<file path="config.mk">
export PLATFORM = sky130hd
export DESIGN_NAME = alu_share_arb
export DESIGN_NICKNAME = d
export VERILOG_FILES = /design/src/rtl/alu_share_arb.sv
export SDC_FILE = /design/constraint.sdc
export NUM_CORES = 1
export LEC_CHECK = 0
export ABC_AREA = 0
export CAP_MARGIN = 5
export CORE_ASPECT_RATIO = 0.6
export CORE_MARGIN = 2
export CORE_UTILIZATION = 35
export CTS_CLUSTER_SIZE = 12
export DETAILED_ROUTE_END_ITERATION = 7
export PLACE_DENSITY = 0.87
export SYNTH_ARGS = -nofsm -noshare
export SYNTH_HDL_FRONTEND = slang
export SYNTH_SLANG_ARGS = --single-unit
export TNS_END_PERCENT = 50
</file>
<file path="constraint.sdc">
create_clock -name clk -period 1.7 [get_ports clk]
set_clock_uncertainty 0.05 [all_clocks]
set_input_delay 0.34 -clock clk [delete_from_list [all_inputs] [get_ports clk]]
set_output_delay 0.34 -clock clk [all_outputs]
set_load 0.01 [all_outputs]
</file>
<file path="src/rtl/alu_share_arb.sv">
// Round-robin arbiter/sequencer time-sharing one external alu32.
// Optional op_cnt counter enabled by ALU_ARB_STATS_EN.
module alu_share_arb #(
  parameter int CNT_W = 16
) (
  input  logic        clk,
  input  logic        rst_n,
  input  logic        req0,
  input  logic        req1,
  input  logic [31:0] a0,
  input  logic [31:0] b0,
  input  logic [2:0]  code0,
  input  logic [31:0] a1,
  input  logic [31:0] b1,
  input  logic [2:0]  code1,
  output logic        ack0,
  output logic        ack1,
  output logic [31:0] result,
  output logic        zero,
  output logic [31:0] alu_a,
  output logic [31:0] alu_b,
  output logic [2:0]  alu_code,
  input  logic [31:0] alu_out,
  input  logic        alu_zero,
  output logic        busy
`ifdef ALU_ARB_STATS_EN
 ,output logic [CNT_W-1:0] op_cnt
`endif
);

  typedef enum logic [1:0] {
    IDLE, EXEC, DONE
  } state_t;

  state_t      state_q, state_d;
  logic        gnt_q, gnt_d;
  logic        last_q, last_d;
  logic [31:0] alu_a_q, alu_a_d;
  logic [31:0] alu_b_q, alu_b_d;
  logic [2:0]  code_q, code_d;
  logic [31:0] result_q, result_d;
  logic        zero_q, zero_d;
  logic        pick;
`ifdef ALU_ARB_STATS_EN
  logic [CNT_W-1:0] cnt_q, cnt_d;
`endif

  always_comb begin
    state_d  = state_q;
    gnt_d    = gnt_q;
    last_d   = last_q;
    alu_a_d  = alu_a_q;
    alu_b_d  = alu_b_q;
    code_d   = code_q;
    result_d = result_q;
    zero_d   = zero_q;
`ifdef ALU_ARB_STATS_EN
    cnt_d    = cnt_q;
`endif
    pick = (req0 & req1) ? ~last_q : req1;
    unique case (state_q)
      IDLE: begin
        if (req0 | req1) begin
          gnt_d   = pick;
          last_d  = pick;
          alu_a_d = pick ? a1 : a0;
          alu_b_d = pick ? b1 : b0;
          code_d  = pick ? code1 : code0;
          state_d = EXEC;
        end
      end
      EXEC: begin
        result_d = alu_out;
        zero_d   = alu_zero;
        state_d  = DONE;
      end
      DONE: begin
        state_d = IDLE;
`ifdef ALU_ARB_STATS_EN
        cnt_d   = cnt_q + 1'b1;
`endif
      end
      default: state_d = IDLE;
    endcase
  end

  always_ff @(posedge clk or negedge rst_n) begin
    if (!rst_n) begin
      state_q  <= IDLE;
      gnt_q    <= 1'b0;
      last_q   <= 1'b1;
      alu_a_q  <= '0;
      alu_b_q  <= '0;
      code_q   <= '0;
      result_q <= '0;
      zero_q   <= 1'b0;
`ifdef ALU_ARB_STATS_EN
      cnt_q    <= '0;
`endif
    end else begin
      state_q  <= state_d;
      gnt_q    <= gnt_d;
      last_q   <= last_d;
      alu_a_q  <= alu_a_d;
      alu_b_q  <= alu_b_d;
      code_q   <= code_d;
      result_q <= result_d;
      zero_q   <= zero_d;
`ifdef ALU_ARB_STATS_EN
      cnt_q    <= cnt_d;
`endif
    end
  end

  assign ack0     = (state_q == DONE) & ~gnt_q;
  assign ack1     = (state_q == DONE) & gnt_q;
  assign busy     = (state_q != IDLE);
  assign result   = result_q;
  assign zero     = zero_q;
  assign alu_a    = alu_a_q;
  assign alu_b    = alu_b_q;
  assign alu_code = code_q;
`ifdef ALU_ARB_STATS_EN
  assign op_cnt   = cnt_q;
`endif

endmodule
</file>
==> results of run 1 <==
==> logic make-up after synthesis <==
logic type	Yosys count
flops	104
simple gates	4
compound gates	5
mux	167
buf+inv	23
==> synthesized netlist by cell type <==
| cell type | n | area [um^2] |
|---|---|---|
| a21bo_1 | 1 | 10.0 |
| a21oi_1 | 1 | 5.00 |
| a31oi_1 | 1 | 6.26 |
| buf_2 | 13 | 65.1 |
| buf_4 | 2 | 15.0 |
| buf_6 | 4 | 45.0 |
| clkbuf_1 | 1 | 3.75 |
| dfrtp_1 | 103 | 2580 |
| dfstp_2 | 1 | 26.3 |
| inv_1 | 3 | 11.3 |
| mux2_2 | 129 | 1450 |
| mux2_4 | 38 | 571 |
| nand2b_1 | 1 | 6.26 |
| nor2_1 | 1 | 3.75 |
| nor3b_1 | 2 | 15.0 |
| o21a_1 | 1 | 7.51 |
| o22ai_1 | 1 | 6.26 |
==> area by class of cell <==
class / count / share of cell area [%]
flip-flops and latches: 104 / 30.5
clock inverters: 7 / 1.04
well taps: 175 / 2.57
multi-input cells: 176 / 26.3
repair buffers: 301 / 36.8
inverters: 3 / 0.132
clock buffers: 9 / 2.64
==> flip-flops by register name, indices dropped and copies added (netlist names) <==
signal,flops
alu_b,32
result,32
zero,1
alu_code,3
alu_a,32
gnt_q,1
last_q,1
state_q,2
==> routing by layer <==
metal  vias up  routed length [um]
met3        12                1220
li1       1668                   -
met1      1781                5920
met5         -                   0
met2       155                6950
met4         0                 136
==> path summary, 6_finish.rpt <==
path	start	to	slack (ns)	depth (start not counted)
setup / recovery	last_q	alu_b[19]	-0.06	5
hold / removal	rst_n	alu_b[6]	-0.03	2
setup reg to reg	last_q	alu_b[19]	-0.06	5
hold reg to reg	result[5]	result[5]	0.46	1
max in group asynchronous	rst_n	alu_a[16]	1.15	2
min in group clk	req1	last_q	0.44	4
==> through the flow <==
step | hold WS (ns) | utilization (%) | instances
after floorplan | -0.00559 | - | 303
after global placement | 0.391 | 58.2 | 751
after detailed placement | 0.400 | 58.2 | 751
after CTS | 0.0118 | 60.9 | 767
after global routing | 0.0320 | 63.0 | 775
final | -0.0281 | 63.0 | 775
==> where the power goes <==
group / internal, mW / switching, mW
registers: 3.78 / 0.702
logic: 4.94 / 2.72
clock network: 1.07 / 1.06
total: 9.79 / 4.48
==> repair_timing <==
item / CTS / global route
pin swaps: 0 / 1
setup buffers: 0 / 5
gates resized for setup: 16 / 65
endpoints found under the setup margin: 45 / 84
cloned: 0 / 4
==> flow_metrics.env, run 1 <==
export IMPL_start_util_pct=35.6
export IMPL_startpoint_type="flop"
export IMPL_crit_chain="a21bo_4 > buf_4 > buf_12 > mux2_2 > mux2_2"
export IMPL_clk_pin_slew_ns=0.09
export IMPL_drtIter0Drc=119
export IMPL_rsz0062_at_grt="true"
export IMPL_drtAntennaViolNets=0
export IMPL_use_met2_pct=30.7
export IMPL_cap_violations=0
export IMPL_globalplace_congestion=0.748
export IMPL_holdBufCountCts=0
export IMPL_cts_tree="yes"
export IMPL_hold_class="in -> async"
export IMPL_cts_buffer_depth=2
export IMPL_worstSkewPairLatency_ns=0.34
export IMPL_tns_ns=-1.44
export IMPL_multiInputGateArea_um2=2250
export IMPL_worstMarginPinSlew_ns=0.581
export IMPL_status="finished, violations left"
export IMPL_dieArea_um2=14800
export IMPL_nets=766
export IMPL_synth_seq_cells=104
export IMPL_synth_nets=474
export IMPL_final_area_um2=8530
export IMPL_crit_path_max_incr_delay_ns=0.55
export IMPL_nFillCells=1011
export IMPL_drc_errors=0
export IMPL_ys_types=17
export IMPL_yosys_area_share_simple_pct=0.518
export IMPL_coreArea_um2=13500
export IMPL_antenna_found_initial=0
export IMPL_die_w_um=156
export IMPL_wire_per_inst_um=18.3
export IMPL_synth_xor_area_share_pct=0
export IMPL_cts_sinks=104
export IMPL_total_power_mw=14.3
export IMPL_slew_violations=0
export IMPL_regArea_um2=2600
export IMPL_max_slew_margin_pct=61.2
export IMPL_synth_area_per_cell_um2=15.9
export IMPL_cpMaxStageDelayCell="dfstp_2"
export IMPL_setup_viol=48
export IMPL_worstPathMaxFanout=11
export IMPL_violations="hold timing, setup timing"
export IMPL_final_common_cell="clkdlybuf4s50_1"
export IMPL_grt_pass1_vias=3916
export IMPL_crit_type="reg -> reg"
export IMPL_first_pass_iters=3
export IMPL_fin_crit_ns=1.76
export IMPL_grt_pass1_wl_um=20400
export IMPL_grt_max_degree=105
export IMPL_grt_usage_pct=17.7
export IMPL_crit_arrival_ns=1.94
export IMPL_yosysWarningCount=0
export IMPL_synth_compound_area_share_pct=0.726
export IMPL_placed_cell_area_um2=7890
export IMPL_synth_cells=303
export IMPL_dp_hpwl_um=10300
export IMPL_max_freq_ghz=0.567
export IMPL_grt_busiest_layer="met2"
export IMPL_gr_usage_met3_pct=7.07
export IMPL_worst_slack_ns=-0.0644
export IMPL_synth_area_um2=4830
export IMPL_numCtsBuffers=9
export IMPL_path_buf_inv=2
export IMPL_synthAdderAreaFrac_pct=0
export IMPL_rows=33
export IMPL_synth_area_mux_share_pct=41.9
export IMPL_dp_slack_ns=-0.410
export IMPL_cts_max_level=3
export IMPL_crit_path_frequent_cell="mux2_2"
export IMPL_io_buffers=273
export IMPL_die_h_um=95.0
export IMPL_antenna_cells=0
export IMPL_synth_top_family_by_area="multiplexers"
export IMPL_power_leakage_nw=3.82
export IMPL_required_ns=1.88
export IMPL_holdWs_ns=-0.0281
export IMPL_power_density_nw_per_um2=1670
export IMPL_grt_overflow=0
export IMPL_wl_um=14200
export IMPL_synth_seq_area_share_pct=53.9
export IMPL_areaGrowthSynthToFinish_pct=76.8
export IMPL_period_share_pct=104
export IMPL_drive_gt1_share_pct=36.7
export IMPL_vias=3616
export IMPL_viasPerCell=4.67
export IMPL_grt_met1_usage_pct=20.7
export IMPL_max_vdd_ir_drop_mv=0.917
export IMPL_critPathTopFamily="multiplexers"
export IMPL_most_common_layout_cells="clkdlybuf4s50_1, dfrtp_1, mux2_2"
export IMPL_finalHoldViolations=7
export IMPL_clockRootBuffer="clkbuf_16"
export IMPL_cp_end_kind="flop"
export IMPL_boundaryPins=274
Power figures use the tool's default switching activity.
==> run 2: changes to the inputs <==
Settings changed: SLEW_MARGIN from default to 20.
==> results of run 2 <==
Same layout as run 1: the final DEF is identical, and so are final timing and power.
